`config.mk`:
```
export PLATFORM = sky130hd
export DESIGN_NAME = axis_pattern_gen
export DESIGN_NICKNAME = d
export VERILOG_FILES = /design/src/rtl/axis_pattern_gen.sv
export SDC_FILE = /design/constraint.sdc
export NUM_CORES = 1
export LEC_CHECK = 0
export CAP_MARGIN = 5
export CORE_MARGIN = 3
export CORE_UTILIZATION = 45
export DETAILED_ROUTE_END_ITERATION = 10
export GPL_TIMING_DRIVEN = 0
export PLACE_DENSITY = 0.82
export SLEW_MARGIN = 25
export SYNTH_ARGS = -nofsm -noshare
export SYNTH_HDL_FRONTEND = slang
export SYNTH_SLANG_ARGS = --single-unit
```
`constraint.sdc`:
```
create_clock -name axis_aclk -period 2.5 [get_ports axis_aclk]
set_clock_uncertainty 0.05 [all_clocks]
set_input_delay 0.5 -clock axis_aclk [delete_from_list [all_inputs] [get_ports axis_aclk]]
set_output_delay 0.5 -clock axis_aclk [all_outputs]
set_load 0.1 [all_outputs]
```
`src/rtl/axis_pattern_gen.sv`:
```
// axis_pattern_gen: AXI4-Stream RGB test-pattern source (bars/gradient/checker/solid), one frame per tlast.
// Define PATTERN_MOTION_EN to scroll patterns 0-2 left by one pixel per frame.
module axis_pattern_gen #(
    parameter int H_ACTIVE = 640,
    parameter int V_ACTIVE = 480
) (
    input  logic        axis_aclk,
    input  logic        axis_aresetn,
    input  logic        enable,
    input  logic [1:0]  pattern_sel,
    input  logic [23:0] solid_rgb,
    output logic        m_axis_tvalid,
    input  logic        m_axis_tready,
    output logic [31:0] m_axis_tdata,
    output logic        m_axis_tlast,
    output logic        frame_done,
    output logic [15:0] frame_cnt
);
    localparam int CW = ($clog2(H_ACTIVE) < 8) ? 8 : $clog2(H_ACTIVE);
    localparam int RW = ($clog2(V_ACTIVE) < 6) ? 6 : $clog2(V_ACTIVE);
    localparam logic [CW-1:0] COL_MAX = CW'(H_ACTIVE - 1);
    localparam logic [CW-1:0] BAR_W = CW'(H_ACTIVE / 8);
    localparam logic [RW-1:0] ROW_MAX = RW'(V_ACTIVE - 1);

    typedef enum logic {S_IDLE, S_STREAM} state_t;

    state_t      state_q, state_d;
    logic [CW-1:0] col_q, col_d;
    logic [RW-1:0] row_q, row_d;
    logic [1:0]  sel_q, sel_d;
    logic [23:0] rgb_q, rgb_d;
    logic [23:0] tdata_q, tdata_d;
    logic        tlast_q, tlast_d;
    logic        done_q;
    logic [15:0] cnt_q;
    logic [CW-1:0] x;
    logic [2:0]  bar;
    logic [23:0] pix;
    logic        hs, last_hs, start, load;
`ifdef PATTERN_MOTION_EN
    localparam int CW1 = CW + 1;
    logic [CW-1:0] off_q, off_d;
    logic [CW:0]   x_sum;
`endif

    assign hs      = m_axis_tvalid & m_axis_tready;
    assign last_hs = hs & tlast_q;
    assign start   = (state_q == S_IDLE) & enable;
    assign load    = start | hs;

    always_ff @(posedge axis_aclk or negedge axis_aresetn) begin
        if (!axis_aresetn) state_q <= S_IDLE;
        else               state_q <= state_d;
    end

    always_comb begin
        state_d = state_q;
        if (start)                 state_d = S_STREAM;
        else if (last_hs && !enable) state_d = S_IDLE;
    end

    always_comb begin
        m_axis_tvalid = (state_q == S_STREAM);
        m_axis_tdata  = {8'h00, tdata_q};
        m_axis_tlast  = tlast_q;
        frame_done    = done_q;
        frame_cnt     = cnt_q;
    end

    // The registered pixel is computed from next-cycle coordinates and settings.
    always_comb begin
        sel_d = (start | last_hs) ? pattern_sel : sel_q;
        rgb_d = (start | last_hs) ? solid_rgb : rgb_q;
        col_d = start ? '0 : hs ? ((col_q == COL_MAX) ? '0 : col_q + CW'(1)) : col_q;
        row_d = start ? '0 : (hs && col_q == COL_MAX) ? ((row_q == ROW_MAX) ? '0 : row_q + RW'(1)) : row_q;
`ifdef PATTERN_MOTION_EN
        off_d = last_hs ? ((off_q == COL_MAX) ? '0 : off_q + CW'(1)) : off_q;
        x_sum = {1'b0, col_d} + {1'b0, off_d};
        x     = (x_sum >= CW1'(H_ACTIVE)) ? CW'(x_sum - CW1'(H_ACTIVE)) : x_sum[CW-1:0];
`else
        x     = col_d;
`endif
        bar   = 3'(x / BAR_W);
        pix   = (sel_d == 2'd0) ? {{8{~bar[1]}}, {8{~bar[2]}}, {8{~bar[0]}}} :
                (sel_d == 2'd1) ? {3{x[7:0]}} :
                (sel_d == 2'd2) ? {24{x[5] ^ row_d[5]}} : rgb_d;
        tdata_d = load ? pix : tdata_q;
        tlast_d = load ? (col_d == COL_MAX && row_d == ROW_MAX) : tlast_q;
    end

    always_ff @(posedge axis_aclk or negedge axis_aresetn) begin
        if (!axis_aresetn) begin
            col_q   <= '0;
            row_q   <= '0;
            sel_q   <= '0;
            rgb_q   <= '0;
            tdata_q <= '0;
            tlast_q <= 1'b0;
            done_q  <= 1'b0;
            cnt_q   <= '0;
        end else begin
            col_q   <= col_d;
            row_q   <= row_d;
            sel_q   <= sel_d;
            rgb_q   <= rgb_d;
            tdata_q <= tdata_d;
            tlast_q <= tlast_d;
            done_q  <= last_hs;
            cnt_q   <= cnt_q + 16'(last_hs);
        end
    end

`ifdef PATTERN_MOTION_EN
    always_ff @(posedge axis_aclk or negedge axis_aresetn) begin
        if (!axis_aresetn) off_q <= '0;
        else               off_q <= off_d;
    end
`endif
endmodule

```
---- Yosys cells after proc, flatten, opt, wreduce, memory -nomap -nowiden ----
Cells that the tools add are included.
word-level totals
  memories kept ........................... 0
  bits of input ports ..................... 30
  output and inout port bits .............. 51
  word-level logic and storage cells ...... 48
  bits in latches ......................... 0
  bits in writable memories ............... 0
  ROM bits ................................ 0
  register bits ........................... 88
operators by class
  add/sub/neg operators ................... 3
  bitwise logic cells ..................... 10
  shift-type cells ........................ 0
  $mul .................................... 0
  divide/modulo/power cells ............... 1
  mux-type cells .......................... 13
  reduce and logical (&&, ||, !) cells .... 6
  order comparisons ....................... 0
  equality and inequality tests ........... 6
operator list
  cell                                             number
  2-to-1 mux 24 bit                                4
  2-to-1 mux 10 bit                                3
  2-to-1 mux 9 bit                                 3
  == test 10 bit, second input constant            2
  == test 9 bit, second input constant             2
  adder 16 x 1 -> 16 bit                           1
  adder 10 x 1 -> 10 bit, second input constant    1
  divider 10 x 7 -> 10 bit, second input constant  1
  adder 9 x 1 -> 9 bit, second input constant      1
  inverter 1 bit                                   4
  AND 1 bit                                        3
  logical AND 1 bit                                3
  == test 2 x 1 -> 1 bit, second input constant    1
  == test 2 bit, second input constant             1
  zero test 2 bit                                  1
  2-to-1 mux 1 bit                                 2
  2-to-1 mux 2 bit                                 1
  OR 1 bit                                         2
  nonzero test 2 bit                               1
  zero test 1 bit                                  1
  XOR 1 bit                                        1

---- Depth between registers and ports, before layout ----
Gate-level depths: netlist of the first run.
  depth after elaboration ................. 8
  depth in mapped cells ................... 10
  gate-level depth less buffers ........... 10

---- Worst setup path after synthesis of the first run ----
Ideal clock, no wire load.
  kind .................................... flip-flop to flip-flop
  start ................................... register state_q (netlist: m_axis_tvalid)
  end ..................................... register tdata_q[22]
  period minus slack after synthesis ...... 3.256 ns
  setup slack ............................. -0.756 ns
  arrival time ............................ 3.077 ns
  required time ........................... 2.321 ns
  library setup time ...................... 0.129 ns
  cell stages (with the launch flop) ...... 10
  path buffers ............................ 1
  cells stage by stage .................... dfrtp_1 > and2_4 > buf_6 > nand2_2 > nand2_4 > mux2i_4 > nor3_1 > a311oi_4 > a21boi_4 > a21oi_2
between the ends
  longest elaborated chain between the ends .. 8
  elaborated cells between the ends (all ways) .. 22
  those cells by class .................... 1 x div; 2 x eq/ne; 9 x mux; 8 x bitwise; 2 x reduce/logical
ends and longest elaborated chain
  item                                                              line  RTL
  start, declared                                                   27    state_t state_q, state_d;
  start signal, assigned                                            53    else state_q <= state_d;
  branches (longest 8 deep; another with divider 10 x 7 -> 10 bit)  --
  end signal, assigned                                              106   tdata_q <= tdata_d;
  end, declared                                                     32    logic [23:0] tdata_q, tdata_d;
Parallel ways; which one is timed is not known.
A chain may end at the register's enable or synchronous reset.

---- Worst setup path in the final report of the first run ----
  start ................................... register col_q[0]
  end ..................................... register tdata_q[20]
between the ends
  longest elaborated chain between the ends .. 8
  elaborated cells between the ends (all ways) .. 14
  those cells by class .................... 1 x add/sub; 1 x div; 1 x eq/ne; 8 x mux; 2 x bitwise; 1 x reduce/logical
ends and longest elaborated chain
  item                                                            line  RTL
  start, declared                                                 28    logic [CW-1:0] col_q, col_d;
  start signal, assigned                                          102   col_q <= col_d;
  branches (longest 7 deep; another with adder 10 x 1 -> 10 bit)  --
  2-to-1 mux 24 bit *                                             84    pix = (sel_d == 2'd0) ? {{8{~bar[1]}}, {8{~bar[2]}}, {8{~bar[0]}}} :
Mark *: on every way between the ends.

==> impl.org, run 1 <==
** Status
- Status :: complete, but fails checks
- The checks that failed: negative setup slack.

** Routing
- Detail Route Antenna Nets :: 0
- In the final routed layout, each cell accounts on average for 19.0 um.
- Count of vias placed by the detailed router :: 3904
- In the routed design, unresolved DRC markers number 0.
- DR iter-0 viols :: 283
- After detailed routing, the number of vias per cell comes to 5.69.
- The routed design has 13000 um of wire.
- Before antenna repair, the detailed router went through 5 iterations.

** Clock network
- The later pin in the worst-skew pair is clocked with a latency of 0.37 ns.
- For this design, the sink count on the clock tree is 88.
- Number of H-tree levels :: 3
- Root cell of the clock tree :: clkbuf_8
- Number of buffers created by CTS :: 9
- After clock tree synthesis, the clock-pin slew on the worst setup and hold paths is 0.10 ns.
- TritonCTS clock tree :: built
- The longest clock path from root to sink contains 2 buffers.

** Synth
- A synthesized cell averages 11.3 um2.
- Seq/Total Area, Yosys :: 47.4%
- Cells after synthesis :: 410
- Share of synthesized registers carrying an async set or reset :: 100%
- After synthesis the cells add up to 4650 um2.
- Yosys mapped a number of flops with a built-in enable equal to 0.
- Count of unique library cells instantiated by Yosys :: 83
- Yosys printed 0 warnings.
- Primary FF master, synth :: dfrtp_1
- Synthesized flop and latch total :: 88

** Setup path
- The cell that appears most often on the critical path is buf_12.
- Largest fanout of any net on the critical path :: 8
- Highest-delay cell along the critical path :: a2111oi_4
- Together, buffers and inverters on the worst path number 2.
- The worst setup path is captured at a register.
- The endpoint identified for the worst register-to-register timing path is tdata_q[20].
- Longest individual stage delay on the worst path :: 0.44 ns
- Launching element type of the critical path :: register
- Traced cell by cell, the critical path runs through ha_4 -> and3_4 -> nand4_4 -> or3_4 -> o21bai_4 -> a2111oi_4 -> a311oi_4 -> buf_12 -> a21boi_4 -> buf_12 -> a21oi_2.
- In this run the critical register-to-register path is launched from col_q[0].
- Data on the critical path arrives at its endpoint at 2.96 ns.
- Number of cells traversed by the worst register-to-register path :: 11
- Data required, critical path :: 2.74 ns
- Path type of the worst setup path :: register to register
- Cell family with most CP delay :: compound AO/OA/AOI/OAI gates
- R2R setup slack :: -0.22 ns

** Global routing
- Entering global routing, the biggest net connects 70 pins.
- Antenna violations before repair :: 0
- Global routing consumed, over all layers together, 22.2% of the routing resources.
- The first global-routing pass estimated 20000 um of wire.
- The via count of the first global-routing pass came to 3929.
- Final global-route overflow total :: 0

** Floorplan
- The floorplan has 36 rows.
- In this run the standard cell core region covers 9910 um2.
- Pin placement for this block handled 81 I/O pins.
- Measured along the y axis, the die boundary spans 108 um.
- The die covers 11600 um2.
- Effective utilization at floorplan :: 46.9%
- Measured along the x axis, the die boundary spans 108 um.

** Power
- Dividing total power by cell area gives a power density of 733 nW/um2.
- The internal portion of the total power is 2.75 mW.
- IR analysis of the VDD net gives a maximum drop of 709 uV.
- Of the total power, the share spent switching nets is 42.0%.
- Share of total power in combinational logic :: 40.9%
- Power consumption :: 4.75 mW
- Leakage power :: 2.86 nW
- The clock network burns 22.1% of the power.
- Sequential cells burn 36.9% of the power.
- Sw power :: 1.99 mW

** Placement
- Buffers added on ports :: 72
- Detailed placement finished with a half-perimeter wire length of 8290 um.
- Pre-CTS setup slack :: -0.941 ns
- Weighted congestion reported at the end of routability-driven placement :: 0.864

** Hold path
- In this run the worst hold path is classified as register to register.
- In this run the most critical hold path is launched from frame_cnt[14].
- The path with the worst hold slack has its endpoint at frame_cnt[14].
- Hold Path Depth :: 1

** Timing
- The final critical path takes up 109% of the cycle.
- Total count of hold-check failures in the final report :: 0
- Setup repair after global routing could not meet its margin everywhere.
- Number of setup violations in the final report :: 25
- Headroom to the max-slew limit came out at 34.5%.
- For this run, the top clock speed supported by timing is 0.368 GHz.
- Smallest setup slack after layout :: -0.217 ns
- Transition time at the pin with the least slew margin :: 0.980 ns
- Min Clock Period, post-route :: 2.72 ns
- On the final layout, the worst hold slack is 0.439 ns.
- Max-slew violation count :: 0

** Cells and area
- Share of cells above drive strength 1 :: 35.1%
- The number of antenna diodes in the final layout is 0.
- Summing all multi-input logic gate instances after layout gives 2480 um2.
- The layout has 731 filler cells.
- The sequential cells in the finished layout cover a total of 2220 um2.
- Signed area change from the synthesized netlist to the final layout :: 39.2%
- At the end of the flow, the number of nets in the layout was 582.

** Run
- The tool flagged a number of max-cap violations equal to 0.
## synth_stat cells (4+ instances only)
library cell,n,area [um2]
a21oi_1,10,50.1
a21oi_2,8,70.1
and3_1,4,25.0
buf_4,10,75.1
dfrtp_1,88,2200
ha_1,4,50.1
inv_1,5,18.8
mux2_2,25,282
nand2_1,23,86.3
nand3_1,11,55.1
nand3_2,4,40.0
nand4_1,10,62.6
nor2_1,48,180
o21ai_0,20,100
o21ai_1,4,20.0
o21bai_1,9,67.6
o22a_1,16,140
xnor2_1,13,114
xor2_1,9,78.8
## per-stage QoR
stage	cells	instance area, um2	TNS [ns]	utilization (%)
floorplan	417	4700	-2.39	-
global placement	622	5590	-222.03	56.4
detailed placement	623	5620	-27.75	56.7
CTS	666	6210	-1.92	62.6
global route	686	6470	-5.49	65.3
finish	686	6470	-3.83	65.3
## registers in the layout (all words and copies together), names as in the netlist
signal / flops
tdata_q: 24
m_axis_tlast: 1
sel_q: 2
col_q: 10
row_q: 9
m_axis_tvalid: 1
frame_done: 1
rgb_q: 24
frame_cnt: 16
## per-layer routing
| layer | vias to the layer above | global-route usage, % | wire (um) |
|---|---|---|---|
| li1 | 1748 | - | - |
| met1 | 1930 | 27.8 | 5280 |
| met2 | 189 | 38.4 | 6590 |
| met3 | 37 | 3.00 | 734 |
| met4 | 0 | 9.20 | 447 |
| met5 | - | 0 | 0 |
## layout by cell type (no fill, tap or decap), types with 4 or more instances in the layout
cell             instances
a21oi_1                  8
a21oi_2                  9
buf_4                   48
buf_6                   10
clkbuf_8                13
clkdlybuf4s50_1         56
conb_1                   8
dfrtp_1                 77
dfrtp_2                 10
dlygate4sd2_1            8
dlymetal6s2s_1           7
inv_1                    5
mux2_2                  25
nand2_1                 23
nand3_1                 10
nand3_2                  4
nand4_1                 10
nor2_1                  47
nor4_4                   4
o21ai_0                  8
o21ai_2                 13
o21bai_1                 9
o22a_1                  16
xnor2_1                 13
xor2_1                   8
## worst register-to-register path, cell delays in order, from the launching register on
cell       delay, ns
dfrtp_2         0.41
ha_4            0.17
and3_4          0.22
nand4_4         0.12
or3_4           0.40
o21bai_4        0.19
a2111oi_4       0.44
a311oi_4        0.07
buf_12          0.17
a21boi_4        0.14
buf_12          0.15
a21oi_2         0.12
## how the worst max path moves through the flow
stage	end	cells after the start	startpoint
after floorplan	tdata_q[16]	9	m_axis_tvalid
final	tdata_q[20]	11	col_q[0]
after global routing	tdata_q[20]	12	col_q[0]
after detailed placement	tdata_q[18]	8	m_axis_tready
after CTS	tdata_q[20]	11	col_q[1]
after global placement	m_axis_tvalid	1	axis_aresetn
## area by class of cell
type                    count  share of cell area, %
clock inverters             5                  0.967
plain buffers              23                   2.92
clock buffers              11                   2.34
inverters                   7                  0.483
flip-flops and latches     88                   34.3
multi-input cells         299                   38.4
repair buffers            120                   18.1
well taps                 133                   2.57
## cell families after synthesis
kind of cell	Yosys count	synth area share [%]
XOR/XNOR	22	4.15
flip-flops	88	47.4
AO/OA/AOI/OAI	97	18.0
buffers and inverters	30	4.52
AND/OR/NAND/NOR	139	17.5
other	1	0.0807
adder cells (fa/ha/maj)	5	1.29
multiplexers	28	7.08
## power by group through the flow
| stage | sequential (mW) | clock, mW | combinational [mW] |
|---|---|---|---|
| 5_1_grt | 1.77 | 1.12 | 2.02 |
| 3_3_place_gp | 1.76 | 0 | 1.60 |
| 4_1_cts | 1.74 | 1.07 | 1.81 |
| 6_report | 1.75 | 1.05 | 1.94 |
| 2_1_floorplan | 2.37 | 0 | 0.585 |
| 3_5_place_dp | 1.77 | 0 | 1.63 |
## what timing repair did
item	4_1_cts	5_1_grt
endpoints found under the hold margin	19	0
endpoints found under the setup margin	36	32
resized for setup	51	35
pin swaps	17	25
hold buffers	1	0
setup buffers	26	21
Power figures use the tool's default switching activity.
==> run 2, diff against run 1 <==
--- a/config.mk
+++ b/config.mk
@@ -9,7 +9,6 @@
 export CORE_MARGIN = 3
 export CORE_UTILIZATION = 45
 export DETAILED_ROUTE_END_ITERATION = 10
-export GPL_TIMING_DRIVEN = 0
 export PLACE_DENSITY = 0.82
 export SLEW_MARGIN = 25
 export SYNTH_ARGS = -nofsm -noshare
==> run 2 against run 1 <==
  * The flow still finishes with violations (negative setup slack)
  * Via count is 0.26% higher
  * Sequential cell count unchanged
  * First-iteration DRC count shrank 12%
  * Clock-buffer cell count decreased by 1
  * Die area unchanged
  * Critical path type unchanged
  * Critical endpoint is now tdata_q[11]
  * Highest routed layer unchanged
==> impl.org, run 2 (synthesis gave the netlist of run 1 again) <==
** Run
- The count of maximum capacitance violations was 0 (unchanged).

** Timing
- Min Clock Period, post-route :: 2.70 ns (was 2.72 ns)
- Slew HR :: 64.8% (was 34.5%)
- The worst-case setup margin in the final layout came to -0.196 ns (was -0.217 ns).
- Fmax :: 0.371 GHz (was 0.368 GHz)
- The number of failing setup endpoints in the final timing report came to 25 (unchanged).
- Worst hold slack after final layout :: 0.0474 ns (was 0.439 ns)
- The transition at the pin with the smallest max-transition slack came to 0.527 ns (was 0.980 ns).
- The final hold violation count is 0 (unchanged).
- Ratio of final minimum period to clock period :: 108% (was 109%)
- Unrepaired setup endpoints after global routing :: yes (unchanged)
- The count of pins over their slew limit came to 0 (unchanged).

** Routing
- The first-iteration detailed-routing DRC count is 250 (was 283).
- Detail-routed via count per cell :: 5.43 (was 5.69)
- The per-cell routed wire length came to 17.4 um (was 19.0 um).
- The remaining number of nets flagged by the antenna check after routing was 0 (unchanged).
- Number of iterations in the first detailed-routing pass :: 4 (was 5)
- Aggregate routed wire length :: 12600 um (was 13000 um)
- The total vias in the final route was 3914 (was 3904).
- Remaining DRCs :: 0 (unchanged)

** Floorplan
- The number of standard-cell rows in the floorplan came to 36 (unchanged).
- Number of top-level pins :: 81 (unchanged)
- The area of the die was 11600 um2 (unchanged).
- Die Y-Extent :: 108 um (unchanged)
- Horizontal die dimension :: 108 um (unchanged)
- Effective utilization at floorplan :: 46.9% (unchanged)
- The placeable core region is 9910 um2 (unchanged).

** Clock network
- Insertion delay to the later sink of the worst-skew pair :: 0.36 ns (was 0.37 ns)
- Clock sink total :: 88 (unchanged)
- The count of H-tree levels built during CTS is 3 (unchanged).
- The CTS buffer count was 9 (unchanged).
- Root cell of the clock tree :: clkbuf_8 (unchanged)
- Maximum buffer depth of the clock tree :: 2 (unchanged)
- Clock transition at path regs :: 0.10 ns (about the same)
- TritonCTS clock tree :: built (unchanged)

** Placement
- Buffers added on ports :: 72 (unchanged)
- The weighted congestion at the end of routability-driven global placement is 0.899 (was 0.864).
- The placed wire-length estimate came to 9090 um (was 8290 um).

** Global routing
- The total global routing track utilization was 22.6% (was 22.2%).
- Antenna violations before repair :: 0 (unchanged)
- Global-route wire length before repair :: 20500 um (was 20000 um)
- Pin count of the biggest net entering global routing :: 52 (was 70)
- The total global routing overflow is 0 (unchanged).
- Via count of the first global-routing pass :: 4120 (was 3929)

** Cells and area
- Most frequent cells in the layout: buf_4 (141), dfrtp_1 (84), nor2_1 (48) (was dfrtp_1 (77), clkdlybuf4s50_1 (56), buf_4 (48)).
- The net total in the final layout was 617 (was 582).
- Share of cells above drive strength 1 :: 42.9% (was 35.1%)
- The growth of design area from synthesis to finish came to 38.9% (was 39.2%).
- The antenna diode instance count is 0 (unchanged).
- The commonest non-fill, non-tap cell in the layout is buf_4 (was dfrtp_1).

** Setup path
- Path type of the worst setup path :: register to register (unchanged)
- The arrival time at the worst endpoint is 2.90 ns (was 2.96 ns).
- Launching element type of the critical path :: register (unchanged)
- Critical Path End Type :: register (unchanged)
- The maximum net fanout on the critical path is 8 (unchanged).
- Data required, critical path :: 2.70 ns (was 2.74 ns)

** Status
- Violations in the final reports :: negative setup slack (unchanged)
- Status :: complete, but fails checks (unchanged)

** Power
- The worst vdd rail ir drop was 706 uV (was 709 uV).
- The power after layout was 4.78 mW (was 4.75 mW).
- Leakage power :: 2.90 nW (was 2.86 nW)
- Power density over the cells :: 741 nW/um2 (was 733 nW/um2)

** Hold path
- Hold WC Path Type :: primary input to async pin (was register to register)
run 2: cell count changes in the layout (fill, tap and decap cells not counted), sizes merged:
| cell | delta |
|---|---|
| buf | +86 |
| clkdlybuf4s50 | -29 |
| dlygate4sd2 | -7 |
| dlymetal6s2s | -7 |
| clkbuf | -6 |
| dlygate4sd3 | -3 |
| clkinvlp | -2 |
| bufinv | +1 |
| clkinv | +1 |
| inv | +1 |
run 2: worst max-delay path, cell delays in order, from the launching register on:
cell,delay [ns]
dfrtp_1,0.43
ha_4,0.19
and3_4,0.20
a41oi_4,0.23
o21ai_1,0.14
buf_4,0.19
buf_4,0.15
maj3_1,0.34
mux2i_1,0.15
buf_4,0.14
o31ai_4,0.06
buf_6,0.13
o22a_1,0.18
run 2: area by class of cell:
cell class                 count  area, um2
tap                          133        166
fill                         746       3450
timing repair buffer         178       1460
sequential                    88       2210
inverter                       7       31.3
multi-input combinational    299       2370
clock inverter                 6       90.1
clock buffer                  10        128
run 2: layer usage:
layer  global-route usage [%]  vias up  wire [um]
met5                        0        -          0
met4                     9.83        0        304
met3                     2.70       27        676
met2                     39.6      141       6510
met1                     28.1     1933       5080
li1                         -     1813          -
run 2: path summary, 6_finish.rpt:
check	start	to	depth (start not counted)	slack [ns]
max in group asynchronous	axis_aresetn	m_axis_tlast	2	1.69
max	col_q[1]	tdata_q[11]	12	-0.20
min	axis_aresetn	rgb_q[0]	1	0.05
max reg2reg	col_q[1]	tdata_q[11]	12	-0.20
min reg2reg	frame_cnt[15]	frame_cnt[15]	1	0.43
min in group axis_aclk	frame_cnt[15]	frame_cnt[15]	1	0.43
run 2: per-stage QoR:
| step | instance area [um2] | utilization [%] | setup TNS, ns | worst slack, ns | std cells |
|---|---|---|---|---|---|
| after floorplan | 4700 | - | -2.39 | -0.168 | 417 |
| after global placement | 6020 | 60.8 | -17.20 | -0.624 | 694 |
| after detailed placement | 6020 | 60.8 | -19.24 | -0.691 | 694 |
| after CTS | 6410 | 64.7 | -2.79 | -0.188 | 721 |
| after global routing | 6450 | 65.1 | -6.18 | -0.309 | 721 |
| final | 6450 | 65.1 | -3.67 | -0.196 | 721 |
run 2: repair_timing:
action                     in CTS  in global routing
setup endpoints to repair      26                 28
buffers inserted               11                  0
pin swaps                      22                  4
gates resized for setup        19                  9
hold buffers                    0                  0
hold endpoints to repair        0                  0
run 2: where the power goes:
part | internal, mW | switching, mW | total [mW] | leakage [nW]
clock network | 0.571 | 0.536 | 1.11 | 0.113
logic | 0.660 | 1.26 | 1.92 | 1.69
registers | 1.60 | 0.154 | 1.75 | 1.10
==> run 3, diff against run 2 <==
==> constraint.sdc (replaced) <==
create_clock -name axis_aclk -period 2.3 [get_ports axis_aclk]
set_clock_uncertainty 0.05 [all_clocks]
set_input_delay 0.46 -clock axis_aclk [delete_from_list [all_inputs] [get_ports axis_aclk]]
set_output_delay 0.46 -clock axis_aclk [all_outputs]
set_load 0.1 [all_outputs]
==> run 3 against run 2 <==
  * Worst hold slack worse by 0.013 ns
  * Maximum frequency is 0.67% higher
  * Final cell count is 0.28% higher
  * Clock-buffer cell count is 1 lower
  * Via count is 0.79% higher
  * Combinational power is 8% higher
  * Sequential share of layout area is 0.30 points lower
  * The run still ends with negative setup slack left
  * Highest routed layer unchanged
  * Critical path depth is 1 lower
  * Global-route usage is 0.25 points lower
==> impl.org, run 3 (synthesis gave the netlist of run 1 again) <==
** Setup path
- Longest individual stage delay on the worst path :: 0.41 ns (was 0.43 ns)
- The slack of the worst reg-to-reg path is -0.38 ns (was -0.20 ns).
- The required time reported for the critical path endpoint was 2.53 ns (was 2.70 ns).
- Largest fanout of any net on the critical path :: 7 (was 8)
- The startpoint kind of the worst setup timing path is a register (unchanged).
- Path type of the worst setup path :: register to register (unchanged)
- The capturing element type of the critical path is a register (unchanged).
- R2r endpoint :: tdata_q[19] (was tdata_q[11])
- The arrival time at the worst endpoint was 2.91 ns (was 2.90 ns).
- Highest-delay cell along the critical path :: a2111oi_4 (was dfrtp_1)
- Startpoint of the most critical register-to-register path :: col_q[1] (unchanged)
- Cell Chain, Critical Path :: ha_4 -> and3_4 -> buf_6 -> nand4_4 -> or3_4 -> o21bai_4 -> a2111oi_4 -> a311oi_4 -> a21boi_4 -> buf_12 -> a21oi_4 (was ha_4 -> and3_4 -> a41oi_4 -> o21ai_1 -> buf_4 -> buf_4 -> maj3_1 -> mux2i_1 -> buf_4 -> o31ai_4 -> buf_6 -> o22a_1)
- The number of cells on the worst reg-to-reg path came to 11 (was 12).

** Clock network
- Number of H-tree levels :: 3 (unchanged)
- Post-cts hold buffer count :: 0 (unchanged)
- The clock input transition at the sequential cells of the worst setup and hold paths is 0.09 ns (was 0.10 ns).
- Clock sink total :: 88 (unchanged)
- The buffer cell driving the clock tree root is clkbuf_8 (unchanged).
- The clock latency on the worst-skew pair is 0.35 ns (was 0.36 ns).
- The maximum clock insertion buffer count is 2 (unchanged).
- The CTS buffer count is 9 (unchanged).
- TritonCTS clock tree :: built (unchanged)

** Global routing
- Antenna violations before repair :: 0 (unchanged)
- Global-route wire length before repair :: 20300 um (was 20500 um)
- Final global-route overflow total :: 0 (unchanged)
- The via count of the first global-routing pass was 4036 (was 4120).
- Total routing usage reported by global routing :: 22.4% (was 22.6%)
- Pin count of the biggest net entering global routing :: 44 (was 52)

** Floorplan
- The placeable core region came to 9910 um2 (unchanged).
- The number of top-level pins is 81 (unchanged).
- Die Y-Extent :: 108 um (unchanged)
- Effective utilization at floorplan :: 46.9% (unchanged)
- The area of the die was 11600 um2 (unchanged).
- Core Rows :: 36 (unchanged)
- Horizontal die dimension :: 108 um (unchanged)

** Power
- Sequential share of power :: 36.9% (was 36.7%)
- The internal power component is 3.03 mW (was 2.83 mW).
- The switching share of power came to 40.8% (about the same).
- Sw power :: 2.08 mW (was 1.95 mW)
- Worst ir drop on vdd :: 877 uV (was 706 uV)
- The cell leakage power was 2.91 nW (was 2.90 nW).
- Power density over the cells :: 786 nW/um2 (was 741 nW/um2)
- The share of power burned in combinational logic is 40.6% (was 40.2%).
- Clock share of power :: 22.6% (was 23.2%)

** Status
- Status :: complete, but fails checks (unchanged)
- Violations in the final reports :: negative setup slack (unchanged)

** Routing
- Count of vias placed by the detailed router :: 3945 (was 3914)
- Remaining DRCs :: 0 (unchanged)
- The first-iteration detailed-routing DRC count was 189 (was 250).
- Number of iterations in the first detailed-routing pass :: 4 (unchanged)
- The remaining number of nets flagged by the antenna check after routing was 0 (unchanged).
- Aggregate routed wire length :: 12700 um (was 12600 um)
- The vias per cell is 5.46 (was 5.43).
- The per-cell routed wire length was 17.6 um (was 17.4 um).

** Timing
- Unrepaired setup endpoints after global routing :: yes (unchanged)
- Ratio of final minimum period to clock period :: 116% (was 108%)
- The post-layout minimum cycle time is 2.68 ns (was 2.70 ns).
- Number of setup violations in the final report :: 26 (was 25)
- Slew HR :: 63.7% (was 64.8%)
- Max-slew violation count :: 0 (unchanged)
- The summed negative setup slack over all endpoints is -8.46 ns (was -3.67 ns).
- The transition at the pin with the smallest max-transition slack is 0.544 ns (was 0.527 ns).
- The final hold violation count is 0 (unchanged).
- Fmax :: 0.373 GHz (was 0.371 GHz)
- Worst hold slack after final layout :: 0.0343 ns (was 0.0474 ns)
- The worst-case setup margin in the final layout is -0.378 ns (was -0.196 ns).

** Cells and area
- The post-route non-filler standard cell count is 723 (was 721).
- Commonest non-fill, non-tap cell in the layout :: buf_4 (unchanged)
- Share of cells above drive strength 1 :: 43.9% (was 42.9%)
- Most frequent cells in the layout :: buf_4 (145), dfrtp_1 (86), nor2_1 (47) (was buf_4 (141), dfrtp_1 (84), nor2_1 (48))
- Signed area change from the synthesized netlist to the final layout :: 39.9% (was 38.9%)
- Count of antenna diodes in the layout :: 0 (unchanged)
- The net total in the final layout came to 621 (was 617).

** Placement
- Buffers added on ports :: 72 (unchanged)
- The total instance count after detailed placement was 692 (was 694).
- Post-detailed-placement half-perimeter wirelength :: 9160 um (was 9090 um)
- The weighted congestion at the end of routability-driven global placement came to 0.975 (was 0.899).
- The post-place setup slack came to -0.836 ns (was -0.691 ns).

** Hold path
- Hold WC Path Type :: primary input to async pin (unchanged)

** Run
- The count of maximum capacitance violations is 0 (unchanged).
-- run 3: worst max-delay path, delay by kind of cell, from the launching register on --
kind / cells / cell delay (ns)
buffers and inverters: 2 / 0.27
adders and majority gates: 1 / 0.18
and+or+nand+nor: 3 / 0.67
DFF: 1 / 0.40
AOI/OAI and AO/OA: 5 / 1.05
-- run 3: worst max path at each step --
stage	from	endpoint	slack [ns]	cells after the start
global route	col_q[3]	tdata_q[14]	-0.48	9
global placement	m_axis_tready	tdata_q[16]	-0.75	11
CTS	col_q[1]	tdata_q[11]	-0.33	11
finish	col_q[1]	tdata_q[19]	-0.38	11
floorplan	m_axis_tvalid	tdata_q[16]	-0.37	9
detailed placement	m_axis_tready	tdata_q[10]	-0.84	11
-- run 3: area by class of cell --
class / count / area (um2)
inverter: 7 / 31.3
fill: 769 / 3400
multi-input combinational: 299 / 2420
clock buffer: 9 / 124
clock inverter: 5 / 81.3
sequential: 88 / 2210
tap: 133 / 166
timing repair buffer: 182 / 1470
-- run 3: power by group through the flow --
stage / clock [mW] / combinational (mW) / sequential [mW]
after floorplan: 0 / 0.641 / 2.57
after global placement: 0 / 1.92 / 1.90
after detailed placement: 0 / 1.96 / 1.90
after CTS: 1.17 / 2.04 / 1.88
after global routing: 1.23 / 2.18 / 1.91
final: 1.15 / 2.07 / 1.89
-- run 3: stage by stage --
stage          cell area [um2]  total power, mW  utilization [%]
2_1_floorplan             4720             3.21                -
3_3_place_gp              6010             3.82             60.7
3_5_place_dp              6010             3.86             60.7
4_1_cts                   6420             5.09             64.8
5_1_grt                   6500             5.31             65.6
6_report                  6500             5.11             65.6
-- run 3: metal layers --
| metal | track usage (%) | share of wire, % | vias up |
|---|---|---|---|
| li1 | - | - | 1820 |
| met1 | 28.6 | 42 | 1963 |
| met2 | 38.5 | 51 | 134 |
| met3 | 3.18 | 5.0 | 28 |
| met4 | 8.39 | 2.2 | 0 |
| met5 | 0 | 0 | - |
-- run 3: repair_timing --
| action | in CTS | in global routing |
|---|---|---|
| setup endpoints to repair | 30 | 29 |
| pin swaps | 24 | 18 |
| gates resized for setup | 20 | 13 |
| buffers inserted | 13 | 4 |
| cloned | 1 | 0 |
